### src/rtl/frame_task_scheduler_pkg.sv
// Shared types and defaults for the per-frame task scheduler.
// Included by the top level and the request selector.
package frame_task_scheduler_pkg;

    typedef enum logic [1:0] {
        IDLE  = 2'd0,
        ISSUE = 2'd1,
        WAIT  = 2'd2
    } state_t;

    localparam int N_REQ_DEF       = 4;
    localparam int IDX_W_DEF       = 3;
    localparam int TIMEOUT_CYC_DEF = 4096;
    localparam int FCNT_W_DEF      = 16;

    localparam int ERR_TO_BIT = 0;
    localparam int ERR_OV_BIT = 1;

endpackage

### src/rtl/frame_task_scheduler_next_req_sel.sv
// Priority encoder: lowest set mask bit at or above base.
// Base is included only when incl is high.
module frame_task_scheduler_next_req_sel
    import frame_task_scheduler_pkg::*;
#(
    parameter int N_REQ = N_REQ_DEF,
    parameter int IDX_W = IDX_W_DEF
) (
    input  logic [N_REQ-1:0] mask,
    input  logic [IDX_W-1:0] base,
    input  logic             incl,
    output logic [IDX_W-1:0] idx,
    output logic             valid
);

    always_comb begin
        idx   = '0;
        valid = 1'b0;
        // Scan downwards so the last hit is the lowest index.
        for (int i = N_REQ - 1; i >= 0; i--) begin
            if (mask[i] && ((i > int'(base)) ||
                            (incl && (i == int'(base))))) begin
                idx   = IDX_W'(i);
                valid = 1'b1;
            end
        end
    end

endmodule

### src/rtl/frame_task_scheduler.sv
// Grants game-logic units one at a time during vertical blanking,
// with per-unit timeout and active-video overrun detection.
module frame_task_scheduler
    import frame_task_scheduler_pkg::*;
#(
    parameter int N_REQ       = N_REQ_DEF,
    parameter int IDX_W       = IDX_W_DEF,
    parameter int TIMEOUT_CYC = TIMEOUT_CYC_DEF,
    parameter int FCNT_W      = FCNT_W_DEF
) (
    input  logic              pclk,
    input  logic              rst,
    input  logic              vblnk,
    input  logic [N_REQ-1:0]  req_en,
    input  logic [N_REQ-1:0]  done,
    input  logic              clr_err,
    output logic [N_REQ-1:0]  start,
    output logic              busy,
    output logic [IDX_W-1:0]  cur_idx,
    output logic              frame_done,
    output logic              timeout,
    output logic [IDX_W-1:0]  timeout_id,
    output logic              overrun,
    output logic [1:0]        err_flag,
    output logic [FCNT_W-1:0] frame_cnt
);

    localparam int CNT_W = $clog2(TIMEOUT_CYC);
    localparam logic [CNT_W-1:0] CNT_LAST = CNT_W'(TIMEOUT_CYC - 1);

    state_t state, state_n;

    logic              vblnk_d;
    logic [N_REQ-1:0]  mask, mask_n;
    logic [CNT_W-1:0]  cnt, cnt_n;
    logic [IDX_W-1:0]  cur_idx_n, timeout_id_n;
    logic [N_REQ-1:0]  start_n;
    logic              busy_n, frame_done_n;
    logic              timeout_n, overrun_n;
    logic [1:0]        err_flag_n;
    logic [FCNT_W-1:0] frame_cnt_n;

    logic              rise, cur_done;
    logic [IDX_W-1:0]  first_idx, next_idx;
    logic              first_vld, next_vld;

    assign rise     = vblnk & ~vblnk_d;
    assign cur_done = |(done & (N_REQ'(1) << cur_idx));

    frame_task_scheduler_next_req_sel #(
        .N_REQ (N_REQ),
        .IDX_W (IDX_W)
    ) u_first_sel (
        .mask  (req_en),
        .base  ('0),
        .incl  (1'b1),
        .idx   (first_idx),
        .valid (first_vld)
    );

    frame_task_scheduler_next_req_sel #(
        .N_REQ (N_REQ),
        .IDX_W (IDX_W)
    ) u_next_sel (
        .mask  (mask),
        .base  (cur_idx),
        .incl  (1'b0),
        .idx   (next_idx),
        .valid (next_vld)
    );

    always_comb begin
        state_n      = state;
        mask_n       = mask;
        cnt_n        = cnt;
        cur_idx_n    = cur_idx;
        timeout_id_n = timeout_id;
        frame_cnt_n  = frame_cnt;
        start_n      = '0;
        frame_done_n = 1'b0;
        timeout_n    = 1'b0;
        overrun_n    = 1'b0;
        err_flag_n   = clr_err ? 2'b00 : err_flag;

        unique case (state)
            IDLE: begin
                if (rise) begin
                    frame_cnt_n = frame_cnt + 1'b1;
                    mask_n      = req_en;
                    if (first_vld) begin
                        cur_idx_n = first_idx;
                        start_n   = N_REQ'(1) << first_idx;
                        state_n   = ISSUE;
                    end else begin
                        frame_done_n = 1'b1;
                    end
                end
            end
            ISSUE: begin
                if (!vblnk) begin
                    overrun_n              = 1'b1;
                    err_flag_n[ERR_OV_BIT] = 1'b1;
                    state_n                = IDLE;
                end else begin
                    cnt_n   = '0;
                    state_n = WAIT;
                end
            end
            WAIT: begin
                if (!vblnk) begin
                    overrun_n              = 1'b1;
                    err_flag_n[ERR_OV_BIT] = 1'b1;
                    state_n                = IDLE;
                end else begin
                    cnt_n = cnt + 1'b1;
                    if (cur_done || (cnt == CNT_LAST)) begin
                        if (!cur_done) begin
                            timeout_n              = 1'b1;
                            timeout_id_n           = cur_idx;
                            err_flag_n[ERR_TO_BIT] = 1'b1;
                        end
                        if (next_vld) begin
                            cur_idx_n = next_idx;
                            start_n   = N_REQ'(1) << next_idx;
                            state_n   = ISSUE;
                        end else begin
                            frame_done_n = 1'b1;
                            state_n      = IDLE;
                        end
                    end
                end
            end
            default: state_n = IDLE;
        endcase

        busy_n = (state_n != IDLE);
    end

    always_ff @(posedge pclk or negedge rst) begin
        if (!rst) begin
            state      <= IDLE;
            vblnk_d    <= 1'b0;
            mask       <= '0;
            cnt        <= '0;
            cur_idx    <= '0;
            timeout_id <= '0;
            frame_cnt  <= '0;
            start      <= '0;
            busy       <= 1'b0;
            frame_done <= 1'b0;
            timeout    <= 1'b0;
            overrun    <= 1'b0;
            err_flag   <= 2'b00;
        end else begin
            state      <= state_n;
            vblnk_d    <= vblnk;
            mask       <= mask_n;
            cnt        <= cnt_n;
            cur_idx    <= cur_idx_n;
            timeout_id <= timeout_id_n;
            frame_cnt  <= frame_cnt_n;
            start      <= start_n;
            busy       <= busy_n;
            frame_done <= frame_done_n;
            timeout    <= timeout_n;
            overrun    <= overrun_n;
            err_flag   <= err_flag_n;
        end
    end

endmodule

### config.mk
export PLATFORM = sky130hd
export DESIGN_NAME = frame_task_scheduler
export DESIGN_NICKNAME = d
export VERILOG_FILES = /design/src/rtl/frame_task_scheduler_pkg.sv /design/src/rtl/frame_task_scheduler_next_req_sel.sv /design/src/rtl/frame_task_scheduler.sv
export SDC_FILE = /design/constraint.sdc
export NUM_CORES = 1
export LEC_CHECK = 0
export CAP_MARGIN = 20
export CORE_UTILIZATION = 33
export DETAILED_ROUTE_END_ITERATION = 7
export PLACE_DENSITY = 0.59
export SLEW_MARGIN = 25
export SYNTH_ARGS = -nofsm -noshare
export SYNTH_HDL_FRONTEND = slang
export SYNTH_SLANG_ARGS = --single-unit
### constraint.sdc
create_clock -name pclk -period 2.2 [get_ports pclk]
set_input_delay 0.33 -clock pclk [delete_from_list [all_inputs] [get_ports pclk]]
set_output_delay 0.33 -clock pclk [all_outputs]
set_load 0.01 [all_outputs]
==> impl_metrics.tcl <==
set metrics [dict create \
    min_path_type "in2async" \
    antenna_cells 0 \
    tns_ns 0 \
    yosysTopAreaCell "dfrtp_1" \
    rrSetupSlack_ns 0.19 \
    synthCells 232 \
    antenna_found_initial 0 \
    clock-sinks 48 \
    hold_viol_final 5 \
    worstSetupStartpointType "flip-flop" \
    power.switching_mw 0.8900 \
    gp_congestion 0.9005 \
    avgSynthCellArea_um2 10.18 \
    synth_ff_type "dfrtp_1" \
    critical_path_arrival_ns 2.24 \
    insertion_delay_ns 0.30 \
    drv_slew 0 \
    fin_hold_ws_ns -0.002304 \
    synth_edf_count 0 \
    setup_violations 0 \
    synth.distinct_cells 47 \
    ys_seq_elements 48 \
    grt_use_met2 0.2179 \
    p_sw_frac 0.3423 \
    drcViolationCount 0 \
    crit_type "reg2reg" \
    combPwrFrac 0.330 \
    worstSetupEndpointType "flip-flop" \
    postSynth.asyncResetShare 1.000 \
    ys_seq_area_frac 0.5085 \
    synth_area_mm2 0.002362 \
    clk_pin_slew_worst_paths_ns 0.09 \
    overflow 0 \
    clock_skew_ns 0.007429 \
    leakage_nw 1.357 \
    seq_power_share 0.463 \
    cts_resized 0 \
    outcome "finished with violations" \
    grt-busiest-layer "met2" \
    gr-usage-met1 0.1921 \
    routedWlPerCell_um 12.99 \
    most-common-layout-cells "dfrtp_1, clkdlybuf4s50_1, nand2_1" \
    cts_tree "done" \
    dp.cells 368 \
    dr.pass1.iters 4 \
    peakVddDrop_mv 0.3235 \
    worst_slew_pin_slew_ns 0.5117 \
    final_util 0.4368 \
    ys_top_cells_by_area "dfrtp_1, xnor2_1, nand2_1" \
    gr-usage-met3 0.02952 \
    dp_hpwl_mm 3.722 \
    max_freq_mhz 497.5 \
    cts_made_buffers 5 \
    powerDensity_mw_per_mm2 866.5 \
    clockRootBuffer "clkbuf_8" \
    grt_pass1_vias 1725 \
    period_needed_ns 2.010 \
    grt_pass1_wl_mm 8.093 \
    violations "hold timing" \
    ant_nets 0 \
    rr_startpoint "state[0]" \
    synth_top_area_share 0.5085 \
    intPower_mw 1.710 \
    postCtsHoldBufs 0 \
    htreeDepth 2 \
    cts_setup_buffers 0 \
    finalCritPeriodShare 0.9137 \
    startpoint "state[0]" \
    synth_warnings 0 \
    rsz0062_at_grt "no" \
    syn2layout_area_growth_pct 27.01 \
    io_pins 44 \
    die_area_mm2 0.007500 \
    wirelength_mm 4.884 \
    clock_path_buffers 2 \
    drtIter0Drc 77 \
    fin_nets 297 \
    initial_utilization 0.3439 \
    final_common_cell "dfrtp_1" \
    grt_max_degree 28 \
    n_fill_cell 682 \
    power_frac_clock 0.207 \
    die_x_um 86.61 \
    drive_gt1_frac 0.09286 \
    maxCapViolCount 0 \
    crit_required_ns 2.43 \
    vias 1797 \
    rows 30 \
    stdcell_count 376 \
    io_buffers 41 \
    power_mw 2.600 \
    maxSlewHeadroom 0.6552 \
    vias_per_cell 4.779 \
    gr-usage-all-layers 0.1426 \
    coreArea_mm2 0.006869 \
    path_max_fanout 6 \
    die_y_um 86.61 \
]
worst max-delay path, stage by stage, from the launching register on:
cell	delay (ns)
dfrtp_1	0.43
inv_1	0.12
ha_1	0.28
o21ai_4	0.12
or4_4	0.53
or3_1	0.32
a21oi_1	0.15
power groups by stage:
stage / Combinational (mW) / Clock, mW / Sequential [mW]
6_report: 0.858 / 0.539 / 1.20
5_1_grt: 0.947 / 0.601 / 1.24
4_1_cts: 0.863 / 0.567 / 1.21
3_5_place_dp: 0.859 / 0 / 1.23
3_3_place_gp: 0.859 / 0 / 1.22
2_1_floorplan: 0.492 / 0 / 1.21
worst paths after layout:
| check | depth (start not counted) | endpoint |
|---|---|---|
| setup reg to reg | 6 | cnt[9] |
| hold / removal | 1 | cur_idx[0] |
| hold reg to reg | 1 | frame_cnt[15] |
| min in group pclk | 1 | frame_cnt[15] |
| max in group asynchronous | 2 | frame_cnt[5] |
| setup / recovery | 6 | cnt[9] |
state kept, by name (all words and copies together), names as in the netlist, 2 cells and up:
| register | flops |
|---|---|
| err_flag | 2 |
| cnt | 12 |
| start | 4 |
| state | 2 |
| cur_idx | 2 |
| timeout_id | 2 |
| frame_cnt | 16 |
| mask | 3 |
cell families (layout without fill, tap and decap cells):
| logic type | after synthesis | in the layout | share of synthesized area |
|---|---|---|---|
| compound gates | 37 | 37 | 0.1054 |
| xor+xnor | 23 | 23 | 0.08527 |
| buf+inv | 19 | 66 | 0.03495 |
| simple gates | 93 | 93 | 0.2055 |
| flops | 48 | 48 | 0.5085 |
| mux | 5 | 5 | 0.02701 |
| other cells | 1 | 2 | 0.001587 |
| fa+ha+maj | 6 | 6 | 0.03178 |
stage by stage:
stage                     setup WS (ns)  instance area, um^2  hold WS, ns
after floorplan                  0.3748                 2366      0.03441
after global placement          0.06347                 2908       0.3367
after detailed placement        0.07134                 2908       0.3365
after CTS                        0.1854                 3000     0.001375
after global routing            0.03616                 3000      0.03110
final                            0.1899                 3000    -0.002304
cells in the mapped netlist (all sizes together) (4+ instances only):
| cell | count |
|---|---|
| a21oi | 5 |
| and3 | 8 |
| and4 | 4 |
| buf | 5 |
| dfrtp | 48 |
| ha | 6 |
| inv | 11 |
| nand2 | 29 |
| nand3 | 10 |
| nand4 | 4 |
| nor2 | 17 |
| o21ai | 13 |
| xnor2 | 16 |
| xor2 | 7 |
layer usage:
| metal | wire, um | up-vias |
|---|---|---|
| met2 | 2252 | 36 |
| met4 | 122 | 0 |
| met3 | 139 | 10 |
| met5 | 0 | - |
| li1 | - | 888 |
| met1 | 2370 | 863 |
cell type report:
cell class              instances  area [um^2]  share of cell area
clock buffers                   6        82.58             0.02752
clock inverters                 2        10.01            0.003336
inverters                      11        41.29             0.01376
multi-input cells             166         1082              0.3607
flip-flops and latches         48         1201              0.4003
well taps                      96        120.1             0.04003
repair buffers                 47        462.9              0.1543
Power figures use the tool's default switching activity.
